`config.mk`:
```
export PLATFORM = sky130hd
export DESIGN_NAME = reorder_buffer
export DESIGN_NICKNAME = d
export VERILOG_FILES = /design/src/rtl/reorder_buffer.sv
export SDC_FILE = /design/constraint.sdc
export NUM_CORES = 2
export LEC_CHECK = 0
export ABC_AREA = 1
export CAP_MARGIN = 20
export CORE_MARGIN = 1.5
export CORE_UTILIZATION = 40
export DETAILED_ROUTE_END_ITERATION = 10
export HOLD_SLACK_MARGIN = 0.03
export PLACE_DENSITY = 0.53
export SLEW_MARGIN = 5
export SYNTH_ARGS = -nofsm -noshare
export SYNTH_HDL_FRONTEND = slang
export SYNTH_SLANG_ARGS = --single-unit
export TNS_END_PERCENT = 5
```
`constraint.sdc`:
```
create_clock -name clk -period 7.1 [get_ports clk]
set_input_delay 1.42 -clock clk [delete_from_list [all_inputs] [get_ports clk]]
set_output_delay 1.42 -clock clk [all_outputs]
set_load 0.05 [all_outputs]
```
`src/rtl/reorder_buffer.sv`:
```
// Reorder buffer: allocates tags at issue, captures CDB results, retires one entry per cycle in order.
// Commit/flush outputs are registered (one cycle after the head is ready); issue is dropped while out_full.
module reorder_buffer #(
    parameter int ROB_SIZE = 16,
    parameter int TAG_W    = 4,
    parameter int DATA_W   = 32
) (
    input  logic              clk,
    input  logic              rst,
    input  logic              ena,
    input  logic              in_issue_ena,
    input  logic [4:0]        in_issue_dest,
    input  logic              in_issue_is_branch,
    input  logic              in_issue_pred_taken,
    output logic [TAG_W-1:0]  out_free_tag,
    output logic              out_full,
    input  logic              in_cdb_ena,
    input  logic [TAG_W-1:0]  in_cdb_tag,
    input  logic [DATA_W-1:0] in_cdb_value,
    input  logic              in_cdb_taken,
    input  logic [DATA_W-1:0] in_cdb_target,
    input  logic [TAG_W-1:0]  in_query_tag1,
    input  logic [TAG_W-1:0]  in_query_tag2,
    output logic              out_query_ready1,
    output logic              out_query_ready2,
    output logic [DATA_W-1:0] out_query_value1,
    output logic [DATA_W-1:0] out_query_value2,
    output logic [4:0]        out_commit_reg,
    output logic [TAG_W-1:0]  out_commit_tag,
    output logic [DATA_W-1:0] out_commit_value,
    output logic              out_misbranch,
    output logic [DATA_W-1:0] out_redirect_pc
);
    typedef struct packed {
        logic              busy;
        logic              ready;
        logic [4:0]        dest;
        logic [DATA_W-1:0] value;
        logic              is_branch;
        logic              pred_taken;
        logic              taken;
        logic [DATA_W-1:0] target;
    } entry_t;

    localparam logic [TAG_W-1:0] FIRST_TAG = TAG_W'(1);
    localparam logic [TAG_W-1:0] LAST_TAG  = TAG_W'(ROB_SIZE - 1);

    entry_t           rob [ROB_SIZE];
    logic [TAG_W-1:0] head;
    logic [TAG_W-1:0] tail;
    logic [TAG_W-1:0] count;
    logic             do_issue;
    logic             do_cdb;
    logic             do_commit;
    logic             mispredict;

    // Tag 0 means "no tag", so pointers skip it on wrap.
    function automatic logic [TAG_W-1:0] next_ptr(input logic [TAG_W-1:0] p);
        return (p == LAST_TAG) ? FIRST_TAG : p + FIRST_TAG;
    endfunction

    function automatic logic [DATA_W:0] lookup(
        input logic [TAG_W-1:0]  tag,
        input logic              ent_ready,
        input logic [DATA_W-1:0] ent_value,
        input logic              cdb_ena,
        input logic [TAG_W-1:0]  cdb_tag,
        input logic [DATA_W-1:0] cdb_value
    );
        if (tag == '0)                   return {1'b1, {DATA_W{1'b0}}};
        if (ent_ready)                   return {1'b1, ent_value};
        if (cdb_ena && cdb_tag == tag)   return {1'b1, cdb_value};
        return '0;
    endfunction

    assign out_full     = (count == LAST_TAG);
    assign out_free_tag = tail;

    assign do_issue   = ena && in_issue_ena && !out_full;
    assign do_cdb     = ena && in_cdb_ena && (in_cdb_tag != '0) && rob[in_cdb_tag].busy;
    assign do_commit  = ena && !out_misbranch && rob[head].busy && rob[head].ready;
    assign mispredict = do_commit && rob[head].is_branch && (rob[head].taken != rob[head].pred_taken);

    assign {out_query_ready1, out_query_value1} = lookup(in_query_tag1, rob[in_query_tag1].ready,
        rob[in_query_tag1].value, in_cdb_ena, in_cdb_tag, in_cdb_value);
    assign {out_query_ready2, out_query_value2} = lookup(in_query_tag2, rob[in_query_tag2].ready,
        rob[in_query_tag2].value, in_cdb_ena, in_cdb_tag, in_cdb_value);

    always_ff @(posedge clk) begin
        if (rst || out_misbranch) begin
            // Reset and the one-cycle misbranch flush both drain every in-flight entry.
            for (int i = 0; i < ROB_SIZE; i++) begin
                rob[i].busy  <= 1'b0;
                rob[i].ready <= 1'b0;
            end
            head             <= FIRST_TAG;
            tail             <= FIRST_TAG;
            count            <= '0;
            out_commit_reg   <= '0;
            out_commit_tag   <= '0;
            out_commit_value <= '0;
            out_misbranch    <= 1'b0;
            out_redirect_pc  <= '0;
        end else begin
            out_commit_reg   <= '0;
            out_commit_tag   <= '0;
            out_commit_value <= '0;
            out_misbranch    <= mispredict;
            out_redirect_pc  <= mispredict ? rob[head].target : '0;

            if (do_cdb) begin
                rob[in_cdb_tag].ready  <= 1'b1;
                rob[in_cdb_tag].value  <= in_cdb_value;
                rob[in_cdb_tag].taken  <= in_cdb_taken;
                rob[in_cdb_tag].target <= in_cdb_target;
            end

            if (do_issue) begin
                rob[tail] <= '{busy: 1'b1, ready: 1'b0, dest: in_issue_dest, value: '0,
                               is_branch: in_issue_is_branch, pred_taken: in_issue_pred_taken,
                               taken: 1'b0, target: '0};
                tail <= next_ptr(tail);
            end

            if (do_commit) begin
                out_commit_reg   <= rob[head].dest;
                out_commit_tag   <= head;
                out_commit_value <= rob[head].value;
                rob[head].busy   <= 1'b0;
                rob[head].ready  <= 1'b0;
                head             <= next_ptr(head);
            end

            case ({do_issue, do_commit})
                2'b10:   count <= count + FIRST_TAG;
                2'b01:   count <= count - FIRST_TAG;
                default: count <= count;
            endcase
        end
    end
endmodule

```
==> results_dict.tcl <==
set metrics [dict create \
    synthesis.area_um2 66800 \
    ys_ff_latch 1274 \
    max_freq_ghz 0.165 \
    power_frac_comb_pct 11.7 \
    vias 73337 \
    largest_register "rob" \
    root_buffer "clkbuf_16" \
    rows 149 \
    dpl.hpwl_um 167000 \
    endpoint_kind "primary output" \
    synthMuxAreaShare_pct 0 \
    synth.avg_cell_area_um2 6.70 \
    start_kind "input port" \
    drt_pass1_iterations 8 \
    worstSkewPairLatency_ns 0.84 \
    hold_violations 0 \
    synthesis.nets 10080 \
    fp.dieArea_um2 170000 \
    synth_compound_area_share_pct 23.5 \
    fin_crit_ns 6.08 \
    drv_slew 0 \
    postCtsSetupRepairBufs 0 \
    drive_above_1_share_pct 5.66 \
    overflow 0 \
    maxCapViolations 0 \
    grt_pass1_wl_um 456000 \
    io_buffers 233 \
    worstPathRequired_ns 5.68 \
    finalCritPeriodShare_pct 85.6 \
    status "complete, no violations" \
    yosysUniqueCellTypes 31 \
    synth_fa_ha_area_share_pct 0.236 \
    tightest_slew_ns 1.20 \
    synthXorXnorAreaFrac_pct 0.0655 \
    slew_headroom_pct 20.2 \
    worstPathArrival_ns 4.66 \
    drt_iter0_markers 9554 \
    intPower_mw 12.8 \
    cts-hold-fix-buffers 0 \
    htreeDepth 4 \
    leakagePower_nw 28.8 \
    ctsLongestPathBuffers 3 \
    clkSinkCount 1274 \
    largest_reg_flops 1184 \
    tritoncts "built" \
    setup_violations 0 \
    synth_top_family_by_area "simple AND/OR/NAND/NOR gates" \
    fin_worst_skew_ns 0.0307 \
    path_clk_slew_ns 0.06 \
    drc 0 \
    area_growth_pct 12.1 \
    wl_per_cell_um 26.7 \
    synth_simple_gate_area_share_pct 26.7 \
    pwr_density_cell_nw_per_um2 238 \
    cts_resized 0 \
    p_total_mw 17.9 \
    die_x_um 412 \
    nNetsFinal 9563 \
    cts_buffers 152 \
    switching_share_pct 28.3 \
    worstPathMaxFanout 26 \
    rsz0062_at_grt "false" \
    syn_inst 9979 \
    drtAntennaViolNets 0 \
    die_height_um 412 \
    antenna_found_initial 14 \
    core_um2 165000 \
    setup-tns-final_ns 0 \
    via_per_inst 6.23 \
    grt.total_usage_pct 35.6 \
    p_sw_mw 5.06 \
    start_util_pct 40.4 \
    yosys_warnings 0 \
    hold_path_class "reg2reg" \
    seqPwrFrac_pct 42.5 \
    ios 234 \
    clkPwrFrac_pct 45.9 \
    drt_wl_total_um 314000 \
    reg.largest.list "rob: 1184 flops, out_commit_value: 32 flops, out_redirect_pc: 32 flops" \
    grt_max_degree 231 \
    place_congestion 0.884 \
    timing_worst_setup_path_type "in2out" \
    ys_seq_area_share_pct 39.8 \
    grt_pass1_vias 66347 \
    ir_worst_vdd_uv 270 \
]
[critical path, cell delays in order]
cell and delay, ns:
clkdlybuf4s50_1 0.69, inv_2 0.33, o22ai_1 0.11, a21oi_1 0.14, nand4_1 0.42, buf_4 0.45, o21ai_0 0.21, nand2_1 0.06
nor2_1 0.48, buf_4 0.31
[per-stage QoR]
stage                     hold slack [ns]  util [%]  setup slack, ns  area, um^2  std cells
after floorplan                     0.409         -             2.17       66800       9979
after global placement              0.415      42.2             1.20       69700      11496
after detailed placement            0.417      42.2             1.16       69700      11497
after CTS                           0.426      45.3             1.16       74900      11768
after global routing                0.440      45.3            0.925       74900      11769
final                               0.426      45.3             1.02       74900      11772
[synth_stat cells]
library cell / count / area, um^2
ha_1: 11 / 138
nand3_1: 674 / 3370
a21boi_0: 34 / 255
nand2_1: 1583 / 5940
a22oi_1: 1 / 7.51
clkinv_1: 6 / 22.5
buf_2: 179 / 896
xnor2_1: 2 / 17.5
nor4_4: 1 / 21.3
o211ai_1: 63 / 473
buf_1: 121 / 454
o221ai_1: 81 / 709
o22ai_1: 29 / 181
o21ai_0: 1137 / 5690
inv_2: 8 / 30.0
or2_2: 2 / 12.5
a31oi_1: 1 / 6.26
dfxtp_1: 1162 / 23300
nand4_1: 759 / 4750
nand4_2: 1 / 12.5
edfxtp_1: 112 / 3360
xor2_1: 3 / 26.3
fa_1: 1 / 20.0
clkbuf_1: 770 / 2890
inv_1: 567 / 2130
nand3b_1: 1 / 7.51
nor3_1: 4 / 20.0
a21oi_1: 1676 / 8390
or2_1: 1 / 6.26
nor2_2: 1 / 6.26
nor2_1: 988 / 3710
[layout by cell type, fill, tap and decap left out, types with 3 or more instances in the layout]
master / instances
inv_1: 556
clkinv_2: 22
dfxtp_1: 1158
clkbuf_8: 26
clkdlybuf4s50_1: 166
xor2_1: 3
clkinv_8: 4
nor3_1: 4
nor2_1: 962
clkbuf_1: 43
edfxtp_1: 112
o211ai_1: 63
clkinv_16: 5
nand3_2: 3
buf_12: 42
a21boi_0: 34
ha_1: 11
inv_2: 11
inv_4: 7
inv_16: 4
bufinv_16: 12
nand3_1: 656
clkbuf_16: 155
nand2_1: 1579
o221ai_1: 81
diode_2: 4
o22ai_1: 29
dfxtp_4: 4
nand2_2: 3
a21oi_1: 1676
nand4_1: 759
nand3_4: 15
buf_4: 185
o21ai_0: 1137
nor2_4: 25
[cells by family after synthesis]
kind of cell	Yosys count
XOR/XNOR	5
buffers and inverters	1651
AND/OR/NAND/NOR	4015
flip-flops	1274
AO/OA/AOI/OAI	3022
adder cells (fa/ha/maj)	12
[path summary, 6_finish.rpt]
kind                 startpoint              endpoint  slack [ns]  cells past startpoint
setup / recovery  in_cdb_tag[0]   out_query_value1[1]        1.02                     10
setup reg to reg       register  out_commit_value[21]        3.14                      8
hold reg to reg       rob[0][3]             rob[0][3]        0.43                      2
hold / removal        rob[0][3]             rob[0][3]        0.43                      2
[layout make-up]
type / count / area, um^2
tap: 2189 / 2740
clock buffer: 224 / 4400
antenna: 4 / 10.0
inverter: 581 / 2230
fill: 16656 / 90400
clock inverter: 47 / 772
sequential: 1274 / 26600
multi-input combinational: 7054 / 34200
timing repair buffer: 399 / 3950
[power groups by stage]
stage                     registers (mW)  clock network (mW)  logic (mW)
after CTS                           7.58                8.28        2.03
final                               7.58                8.19        2.08
after global routing                7.60                8.58        2.23
after floorplan                     7.71                   0        1.31
after global placement              7.73                   0        2.01
after detailed placement            7.73                   0        2.02
[metal layers]
layer	routed length (um)	up-vias	global-route usage, %	share of wire [%]
met2	141000	4448	56.2	45
met4	15600	18	16.5	5.0
met5	122	-	0	0.039
li1	-	33179	-	-
met3	31800	891	6.67	10
met1	126000	34801	46.7	40
(Power assumes the default switching activity.)
